**config.mk**
```make
export PLATFORM = sky130hd
export DESIGN_NAME = e1_rx_buf_pack
export DESIGN_NICKNAME = d
export VERILOG_FILES = /design/src/rtl/e1_rx_buf_pack.sv
export SDC_FILE = /design/constraint.sdc
export NUM_CORES = 1
export LEC_CHECK = 0
export BUFFER_PORTS_ARGS = -buffer_cell sky130_fd_sc_hd__buf_2
export CORE_ASPECT_RATIO = 0.5
export CORE_MARGIN = 2
export CORE_UTILIZATION = 64
export CTS_CLUSTER_DIAMETER = 60
export DETAILED_ROUTE_END_ITERATION = 6
export PLACE_DENSITY = 0.86
export SYNTH_ARGS = -nofsm -noshare
export SYNTH_HDL_FRONTEND = slang
export SYNTH_SLANG_ARGS = --single-unit
```
**constraint.sdc**
```tcl
create_clock -name clk -period 12.21 [get_ports clk]
set_input_delay 0.6105 -clock clk [delete_from_list [all_inputs] [get_ports clk]]
set_output_delay 0.6105 -clock clk [all_outputs]
set_load 0.01 [all_outputs]
```
**src/rtl/e1_rx_buf_pack.sv**
```systemverilog
// Packs received E1 timeslot bytes into 32-bit memory words and queues them
// through a 2-entry FIFO that feeds a req/ack memory write port.
module e1_rx_buf_pack #(
  parameter int unsigned MFW = 7
) (
  input  logic             clk,
  input  logic             rst,
  input  logic [7:0]       in_data,
  input  logic [4:0]       in_ts,
  input  logic [3:0]       in_frame,
  input  logic [MFW-1:0]   in_mf,
  input  logic             in_we,
  output logic             in_rdy,
  input  logic             ctl_flush,
  output logic [MFW+6:0]   mem_addr,
  output logic [31:0]      mem_wdata,
  output logic [3:0]       mem_wmsk,
  output logic             mem_req,
  input  logic             mem_ack,
  output logic             stat_drop
);

  localparam int unsigned AW = MFW + 7;

  logic [AW-1:0] pk_addr_q, pk_addr_d;
  logic [31:0]   pk_data_q, pk_data_d;
  logic [3:0]    pk_mask_q, pk_mask_d;

  logic [AW-1:0] q_addr_q [2];
  logic [31:0]   q_data_q [2];
  logic [3:0]    q_mask_q [2];
  logic          rd_q, wr_q;
  logic [1:0]    cnt_q, cnt_d;
  logic          stat_drop_q;

  logic [AW-1:0] in_addr;
  logic [1:0]    lane;
  logic          accept, pop, push, pk_empty, same_word;
  logic [31:0]   mrg_data, new_data;
  logic [3:0]    mrg_mask;
  logic [AW-1:0] push_addr;
  logic [31:0]   push_data;
  logic [3:0]    push_mask;

  assign in_addr   = {in_mf, in_frame, in_ts[4:2]};
  assign lane      = in_ts[1:0];
  assign in_rdy    = (cnt_q != 2'd2);
  assign accept    = in_we & in_rdy;
  assign mem_req   = (cnt_q != 2'd0);
  assign pop       = mem_req & mem_ack;
  assign pk_empty  = (pk_mask_q == 4'd0);
  assign same_word = pk_empty | (in_addr == pk_addr_q);

  assign mem_addr  = q_addr_q[rd_q];
  assign mem_wdata = q_data_q[rd_q];
  assign mem_wmsk  = q_mask_q[rd_q];
  assign stat_drop = stat_drop_q;

  always_comb begin
    mrg_data = pk_data_q;
    mrg_data[{lane, 3'b000} +: 8] = in_data;
    mrg_mask = pk_mask_q | (4'b0001 << lane);
    new_data = '0;
    new_data[{lane, 3'b000} +: 8] = in_data;
  end

  // A new-word byte with flush (or lane 3) would need two pushes: the old
  // partial goes out and the new byte stays in the packer.
  always_comb begin
    pk_addr_d = pk_addr_q;
    pk_data_d = pk_data_q;
    pk_mask_d = pk_mask_q;
    push      = 1'b0;
    push_addr = pk_addr_q;
    push_data = pk_data_q;
    push_mask = pk_mask_q;
    if (accept) begin
      if (same_word) begin
        if (lane == 2'd3 || ctl_flush) begin
          push      = 1'b1;
          push_addr = in_addr;
          push_data = mrg_data;
          push_mask = mrg_mask;
          pk_data_d = '0;
          pk_mask_d = '0;
        end else begin
          pk_addr_d = in_addr;
          pk_data_d = mrg_data;
          pk_mask_d = mrg_mask;
        end
      end else begin
        push      = 1'b1;
        pk_addr_d = in_addr;
        pk_data_d = new_data;
        pk_mask_d = 4'b0001 << lane;
      end
    end else if (ctl_flush && !pk_empty && (in_rdy || pop)) begin
      push      = 1'b1;
      pk_data_d = '0;
      pk_mask_d = '0;
    end
  end

  always_comb begin
    cnt_d = cnt_q;
    if (push && !pop) begin
      cnt_d = cnt_q + 2'd1;
    end else if (pop && !push) begin
      cnt_d = cnt_q - 2'd1;
    end
  end

  always_ff @(posedge clk or posedge rst) begin
    if (rst) begin
      pk_addr_q   <= '0;
      pk_data_q   <= '0;
      pk_mask_q   <= '0;
      rd_q        <= 1'b0;
      wr_q        <= 1'b0;
      cnt_q       <= '0;
      stat_drop_q <= 1'b0;
      for (int i = 0; i < 2; i++) begin
        q_addr_q[i] <= '0;
        q_data_q[i] <= '0;
        q_mask_q[i] <= '0;
      end
    end else begin
      pk_addr_q   <= pk_addr_d;
      pk_data_q   <= pk_data_d;
      pk_mask_q   <= pk_mask_d;
      cnt_q       <= cnt_d;
      stat_drop_q <= in_we & ~in_rdy;
      if (push) begin
        q_addr_q[wr_q] <= push_addr;
        q_data_q[wr_q] <= push_data;
        q_mask_q[wr_q] <= push_mask;
        wr_q           <= ~wr_q;
      end
      if (pop) begin
        rd_q <= ~rd_q;
      end
    end
  end

endmodule

```
==> results of run 1 <==
-- cell families after synthesis --
family | count (synthesis) | synth area share
mux | 196 | 0.2766
flops | 155 | 0.4881
compound gates | 101 | 0.09904
simple gates | 81 | 0.05306
buf+inv | 80 | 0.04802
xor+xnor | 19 | 0.02094
fa+ha+maj | 9 | 0.01417
-- metrics by stage --
| step | area, sq um | worst slack, ns | power [mW] |
|---|---|---|---|
| global route | 8975 | 8.506 | 2.236 |
| finish | 8975 | 8.711 | 2.118 |
| global placement | 8416 | 8.429 | 1.580 |
| detailed placement | 8416 | 8.339 | 1.610 |
| CTS | 8975 | 8.675 | 2.127 |
| floorplan | 7946 | 7.421 | 1.417 |
-- power groups by stage --
stage          logic (mW)  clock network, mW  registers [mW]
2_1_floorplan       0.712                  0           0.705
3_3_place_gp        0.845                  0           0.735
3_5_place_dp        0.866                  0           0.744
4_1_cts             0.876              0.512           0.738
5_1_grt             0.942              0.537           0.756
6_report            0.873              0.506           0.740
-- area by class of cell --
| cell class | count | area (sq um) |
|---|---|---|
| timing repair buffer | 89 | 465.4 |
| sequential | 155 | 3880 |
| clock buffer | 19 | 432.9 |
| fill | 791 | 2972 |
| tap | 165 | 206.4 |
| inverter | 38 | 147.6 |
| clock inverter | 12 | 126.4 |
| multi-input combinational | 406 | 3716 |
-- routing by layer --
layer  vias up  global-route usage  share of wire
met1      2675              0.3567           0.45
met3        28             0.06210          0.057
li1       2401                   -              -
met5         -                   0              0
met4         0             0.08482          0.016
met2       171              0.4628           0.48
-- registers in the layout, summed over array words and instances (netlist names) --
name	count
pk_data_q	32
q_mask_q	8
pk_mask_q	4
q_addr_q	28
pk_addr_q	14
rd_q	1
q_data_q	64
wr_q	1
cnt_q	2
stat_drop	1
-- worst paths after layout --
kind	from	end	slack (ns)
worst max-delay path	pk_addr_q[10]	q_data_q[38]	8.71
worst min-delay path	rst	q_addr_q[1]	0.29
worst max register to register	pk_addr_q[10]	q_data_q[38]	8.71
worst min register to register	q_addr_q[15]	q_addr_q[15]	0.48
max in group asynchronous	rst	rd_q	10.40
min in group clk	in_frame[2]	pk_addr_q[5]	0.46
-- cell usage after synthesis (2+ instances only) --
cell,instances
mux2_2,161
dfrtp_1,155
nand2_1,53
inv_1,38
a22o_1,35
o21ai_0,33
mux2_1,28
xor2_1,16
o21ai_1,15
clkbuf_1,13
nor2_1,11
buf_2,9
ha_1,9
clkbuf_2,8
mux2i_1,7
buf_4,6
buf_6,5
o41ai_4,4
a21o_1,3
and2_1,3
nor4_4,3
xnor2_1,3
a21oi_1,2
a32o_1,2
a32oi_2,2
nor4bb_1,2
-- worst max-delay path: stages, from the launching register on --
cell      delay, ns
dfrtp_1        0.41
xor2_1         0.21
nor4_4         0.32
nand4_4        0.24
a211oi_4       0.93
buf_4          0.58
mux2_2         0.40
mux2_1         0.28
==> flow_summary.ini, run 1 <==
[timing]
fin_crit_sh = 0.2866
whs_ns = 0.2939
hold_viol = 0
post-route-min-period_ns = 3.499
maxSlewViolCount = 0
rsz0062_at_grt = false
clock_skew_ns = 0.006812
worst_slew_pin_slew_ns = 1.037
setup_viol = 0
tns_ns = 0
max_slew_margin = 0.3087
max_clock_freq_mhz = 285.8

[routing]
drc_errors = 0
vias = 5275
drt-total-wl_um = 17240
antenna_left = 0
viasPerCell = 5.967
firstDrtPassIters = 5
wl_per_cell_um = 19.50
dr.first_iter.drc_count = 492

[critical_path]
rr_worst_depth = 7
worstPathArrival_ns = 3.79
worstPathMaxFanout = 30
cp.required_ns = 12.50
endpoint_kind = flip-flop
critPathLaunchType = flip-flop
worstSetupPathType = reg -> reg

[global_route]
grt_max_degree = 85
grt_pass1_wl_um = 27860
groute.usage.overall = 0.2722
antenna_found_initial = 0
overflow = 0
grt_pass1_vias = 5420

[layout]
final_util = 0.7513
nNetsFinal = 745
area_growth_pct = 12.94
drive_gt1_frac = 0.4117
fin_cells = 884
antenna_cells_inserted = 0
final_cell_mix = mux2_2 (161), dfrtp_1 (154), buf_2 (81), nand2_1 (53), inv_1 (37)
layout_commonest_cell = mux2_2

[run]
cap_violations = 0

[cts]
cts_hold_buf = 0
tritoncts = built
cts_buffers = 17
postCtsSetupRepairBufs = 0
clk_pin_slew_ns = 0.06
cts_root_buf = clkbuf_16
clk_latency_ns = 0.41
ctsResizeCount = 0
clk_path_buf_depth = 2
htreeDepth = 4
clock_sinks = 155

[synth]
ys_seq_elements = 155
synth_area_leader_cell = dfrtp_1
synth_warnings = 0
netlist_top_cells_area = dfrtp_1 (49%), mux2_2 (23%), mux2_1 (4.0%)
synth_top_area_frac = 0.4881
syn_area_sq_mm = 0.007946
synth_nets = 679
synth.yosys.seq_area_share = 0.4881
yosysUniqueCellTypes = 41
synth_area_per_cell_sq_um = 12.40
synth_flop_cell = dfrtp_1
synth-edff-count = 0
async_flop_share = 1.000
synthCells = 641

[power]
p_leak_nw = 4.358
p_sw_mw = 0.7723
clockPowerShare = 0.239
combPwrFrac = 0.412
ir_drop_uv = 118.2
netSwitchingFraction = 0.3646
power_density_mw_per_mm2 = 236.0
seqPwrFrac = 0.349
p_int_mw = 1.346

[placed_design]
dpl.hpwl_um = 10890
dp.cells = 853
gp_congestion = 0.8668
portBuffers = 81

[die]
start_util = 0.6652
fp.dieW_um = 161.6
core_sq_mm = 0.01195
die_h_um = 82.79
die_area_sq_mm = 0.01338
io_pins = 82
rows = 28

[run_status]
status = finished clean

[hold_path]
hp-class = in -> async
Power figures use the tool's default switching activity.
==> run 2, diff against run 1 <==
Settings changed: CORE_UTILIZATION 64 to 59, PLACE_DENSITY 0.86 to 0.8.
Clock period 12.21 ns to 3.4 ns, I/O delays scaled along.
==> run 2 against run 1 <==
  * Clock skew up 0.0028 ns
  * Largest power group unchanged
  * Final cell count grew 1.4%
  * Critical endpoint is now cnt_q[1]
  * Clock power grew to 3.9 times the previous value
  * Via count down 1.4%
==> flow_summary.ini, run 2 (synthesized netlist as in run 1, its figures left out) <==
[run_status]
status = finished clean

[power]
p_sw_mw = 2.769
combPwrFrac = 0.417
power_density_mw_per_mm2 = 854.5
seqPwrFrac = 0.333
p_leak_nw = 4.436
p_int_mw = 5.021
netSwitchingFraction = 0.3554
clockPowerShare = 0.250
ir_drop_uv = 423.0

[timing]
fin_ws_ns = 0.5825
max_slew_margin = 0.4570
setup_viol = 0
clock_skew_ns = 0.009654
max_clock_freq_mhz = 354.9
worst_slew_pin_slew_ns = 0.8091
hold_viol = 0
fin_crit_sh = 0.8287
rsz0062_at_grt = false
tns_ns = 0
post-route-min-period_ns = 2.817
maxSlewViolCount = 0

[global_route]
groute.usage.overall = 0.2523
grt_pass1_vias = 5399
overflow = 0
grt_pass1_wl_um = 28270
antenna_found_initial = 0
grt_max_degree = 55

[placed_design]
dpl-instance-area_sq_mm = 0.008498
dpl.hpwl_um = 11020
portBuffers = 81
gp_congestion = 0.8517
post-place-ws_ns = 0.6956
dp.cells = 865

[critical_path]
rr_startpoint = pk_addr_q[7]
cp.required_ns = 3.73
worstPathMaxFanout = 7
worstPathArrival_ns = 3.14
critPathLaunchType = flip-flop
worstSetupPathType = reg -> reg
endpoint_kind = flip-flop
cp-startpoint = pk_addr_q[7]

[cts]
clk_latency_ns = 0.42
clk_pin_slew_ns = 0.06
clock_sinks = 155
tritoncts = built
htreeDepth = 4
cts_buffers = 17
clk_path_buf_depth = 2
cts_root_buf = clkbuf_16
ctsResizeCount = 0
postCtsSetupRepairBufs = 0
cts_hold_buf = 1

[routing]
firstDrtPassIters = 5
drc_errors = 0
vias = 5202
antenna_left = 0
wl_per_cell_um = 19.04
drt-total-wl_um = 17060
viasPerCell = 5.806
dr.first_iter.drc_count = 295

[layout]
drive_gt1_frac = 0.4187
fin_cells = 896
largest_reg_flops = 64
final_cell_mix = mux2_2 (161), dfrtp_1 (154), buf_2 (81), nand2_1 (53), inv_1 (37)
multi_input_area_sq_mm = 0.003716
ff_latch_area_sq_mm = 0.003880
antenna_cells_inserted = 0
fillers = 912
layout_commonest_cell = mux2_2
max_flop_register = q_data_q
design_area_sq_mm = 0.009116
area_growth_pct = 14.72
largestRegisters = q_data_q x64, pk_data_q x32, q_addr_q x28
nNetsFinal = 753

[die]
die_area_sq_mm = 0.01447
io_pins = 82
core_sq_mm = 0.01292
rows = 29
fp.dieW_um = 168.1
start_util = 0.6152
die_h_um = 86.06

[hold_path]
min_from = in_frame[2]
hp-class = in -> reg

[run]
cap_violations = 0
## run 2: cell types whose count changed in the layout (fill, tap and decap cells not counted), moves of 2 or more
cell / before / now
buf_12: 0 / 2
buf_4: 8 / 13
clkbuf_1: 2 / 0
clkbuf_8: 0 / 3
clkinv_2: 4 / 2
clkinvlp_4: 5 / 3
## run 2: metrics by stage
step	hold WS [ns]	util	power, mW
finish	0.01155	0.7057	7.790
detailed placement	0.3241	0.6579	5.842
global route	0.01478	0.7057	8.221
CTS	0.004359	0.7057	7.833
global placement	0.3139	0.6579	5.745
floorplan	0.2931	-	5.090
## run 2: final timing paths
| kind | end | slack, ns | depth (start not counted) |
|---|---|---|---|
| worst min-delay path | pk_addr_q[5] | 0.01 | 2 |
| max in group asynchronous | pk_data_q[9] | 2.18 | 4 |
| worst max-delay path | cnt_q[1] | 0.58 | 10 |
| worst min register to register | q_addr_q[1] | 0.48 | 2 |
| worst max register to register | cnt_q[1] | 0.58 | 10 |
| min in group asynchronous | q_addr_q[0] | 0.41 | 3 |
## run 2: worst max-delay path, cell delays in order, from the launching register on
cell	delay, ns
dfrtp_1	0.41
xor2_1	0.20
nor4_4	0.35
nand4_4	0.25
and2_1	0.39
a21oi_1	0.34
inv_1	0.09
ha_1	0.21
xor2_1	0.16
nor2_1	0.13
xor2_1	0.20
## run 2: final cells by class
cell class	instances	area share
Clock buffer	20	0.05119
Clock inverter	10	0.01551
Inverter	38	0.01606
Multi-Input combinational cell	406	0.4076
Sequential cell	155	0.4256
Tap cell	170	0.02333
Timing Repair Buffer	97	0.06066
## run 2: routing by layer
| layer | routed length, um | vias up | part of all wire | global-route usage |
|---|---|---|---|---|
| met4 | 189 | 0 | 0.011 | 0.06270 |
| met5 | 0 | - | 0 | 0 |
| met3 | 863 | 17 | 0.051 | 0.05261 |
| met2 | 8023 | 144 | 0.47 | 0.4144 |
| met1 | 7981 | 2628 | 0.47 | 0.3491 |
| li1 | - | 2413 | - | - |
## run 2: power groups by stage
stage                     registers [mW]  clock network, mW  logic (mW)
final                               2.59               1.95        3.25
after global routing                2.64               2.07        3.51
after CTS                           2.59               1.97        3.27
after detailed placement            2.61                  0        3.23
after global placement              2.57                  0        3.17
after floorplan                     2.53                  0        2.56
==> run 3, diff against run 2 <==
Settings changed: CORE_UTILIZATION 59 to 54, PLACE_DENSITY 0.8 to 0.77.
Clock period 3.4 ns to 2.5 ns, I/O delays scaled along.
==> run 3 against run 2 <==
  * Register-to-register slack got worse by 0.53 ns
  * Hold slack better by 0.011 ns
  * Sequential power grew 38%
  * Routed wire length increased by 4.5%
  * Via count grew 4.0%
  * Worst setup slack worse by 0.55 ns
  * Sequential share of layout area is 2.5 points lower
  * Clock skew rose by 0.0029 ns
  * Clock-buffer cell count stayed put
  * First-iteration DRC count increased by 25%
  * Final cell count up 7.4%
  * Critical path type is now in -> reg
  * Largest cell class unchanged
  * Largest power group unchanged
  * Highest routed layer unchanged
==> flow_summary.ini, run 3 (synthesized netlist as in run 1, its figures left out) <==
[critical_path]
worstSetupPathType = in -> reg
crit_buf_inv = 4
cp.required_ns = 2.80
cpPeakStageDelay_ns = 0.56
crit_chain = dlygate4sd3_1, buf_2, xor2_1, nor4_4, nand4_4, a211oi_4, buf_6, buf_12, mux2_2, mux2_1
crit_family = buffers and inverters
worstPathArrival_ns = 2.77
critPathLaunchType = primary input
worstPathMaxFanout = 12
endpoint_kind = flip-flop
slowest_stage = dlygate4sd3_1

[power]
power_density_mw_per_mm2 = 1178
p_leak_nw = 4.686
finalPower_mw = 11.40
ir_drop_uv = 745.8

[timing]
tns_ns = 0
max_slew_margin = 0.5537
clock_skew_ns = 0.01251
max_clock_freq_mhz = 404.9
rsz0062_at_grt = true
worst_slew_pin_slew_ns = 0.6694
fin_crit_sh = 0.9878
whs_ns = 0.02219
maxSlewViolCount = 0
post-route-min-period_ns = 2.470
setup_viol = 0
hold_viol = 0

[cts]
clk_pin_slew_ns = 0.06
clk_path_buf_depth = 2
htreeDepth = 4
tritoncts = built
clock_sinks = 155
clk_latency_ns = 0.42
cts_buffers = 17
cts_root_buf = clkbuf_16

[layout]
antenna_cells_inserted = 0
fillers = 1033
nNetsFinal = 789
largestRegisters = q_data_q x64, pk_data_q x32, q_addr_q x28
final_cell_mix = mux2_2 (159), dfrtp_1 (154), buf_2 (81), nand2_1 (53), inv_1 (37)
area_growth_pct = 21.76
drive_gt1_frac = 0.4280
max_flop_register = q_data_q
largest_reg_flops = 64
final_util = 0.6706
layout_commonest_cell = mux2_2

[routing]
antenna_left = 0
viasPerCell = 5.626
wl_per_cell_um = 18.53
dr.first_iter.drc_count = 369
drc_errors = 0
firstDrtPassIters = 5
drt-total-wl_um = 17830
vias = 5412

[global_route]
antenna_found_initial = 0
grt_max_degree = 49
overflow = 0
grt_pass1_wl_um = 28440
groute.usage.overall = 0.2275
grt_pass1_vias = 5514

[die]
rows = 31
fp.dieW_um = 175.6
start_util = 0.5507
die_h_um = 89.78
die_area_sq_mm = 0.01576
io_pins = 82
core_sq_mm = 0.01443

[placed_design]
gp_congestion = 0.8058
dpl.hpwl_um = 11500
portBuffers = 81

[run_status]
status = finished clean

[hold_path]
hp-class = in -> reg

[run]
cap_violations = 0
-- run 3: worst register-to-register path, stage by stage (launching register included) --
cell      delay [ns]
dfrtp_1         0.40
xor2_1          0.19
nor4_4          0.36
nand4_4         0.16
a211oi_4        0.24
buf_6           0.18
buf_12          0.16
mux2_2          0.36
mux2_1          0.29
-- run 3: worst paths after layout --
| path | cells after the start | from | to | slack, ns |
|---|---|---|---|---|
| worst min register to register | 2 | q_addr_q[18] | q_addr_q[18] | 0.48 |
| worst max-delay path | 10 | in_frame[0] | q_data_q[6] | 0.03 |
| min in group asynchronous | 3 | rst | q_addr_q[5] | 0.36 |
| max in group asynchronous | 4 | rst | q_addr_q[15] | 1.42 |
| worst min-delay path | 2 | in_mf[5] | pk_addr_q[12] | 0.02 |
| worst max register to register | 8 | pk_addr_q[7] | q_data_q[6] | 0.05 |
-- run 3: per-layer routing --
layer | share of wire | global-route usage | vias up
li1 | - | - | 2482
met1 | 0.46 | 0.3183 | 2738
met2 | 0.47 | 0.3612 | 163
met3 | 0.043 | 0.03934 | 29
met4 | 0.020 | 0.07782 | 0
met5 | 0 | 0 | -
-- run 3: layout make-up --
cell class | count | area [sq um] | area share
inverter | 38 | 146.4 | 0.01513
sequential | 155 | 3880 | 0.4010
tap | 198 | 247.7 | 0.02560
clock inverter | 12 | 188.9 | 0.01953
clock buffer | 20 | 446.7 | 0.04617
timing repair buffer | 133 | 1039 | 0.1073
multi-input combinational | 406 | 3727 | 0.3852
-- run 3: power by group --
group / leakage, nW / switching [mW] / internal (mW)
logic: 2.31 / 2.47 / 2.57
registers: 2.06 / 0.423 / 3.14
clock network: 0.311 / 1.08 / 1.72
total: 4.69 / 3.97 / 7.43
-- run 3: repair_timing --
action | CTS | global route
gates cloned | 0 | 2
resized for setup | 0 | 5
pin swaps | 2 | 0
buffers inserted | 0 | 5
hold buffers | 15 | 0
setup endpoints to repair | 62 | 82
hold endpoints to repair | 37 | 0
-- run 3: per-stage QoR --
| step | setup slack (ns) | area (sq um) | std cells |
|---|---|---|---|
| after floorplan | 0.1387 | 7950 | 641 |
| after global placement | 0.07131 | 8783 | 908 |
| after detailed placement | -0.03888 | 8783 | 908 |
| after CTS | -0.0009648 | 9569 | 955 |
| after global routing | -0.05712 | 9676 | 962 |
| final | 0.03049 | 9676 | 962 |
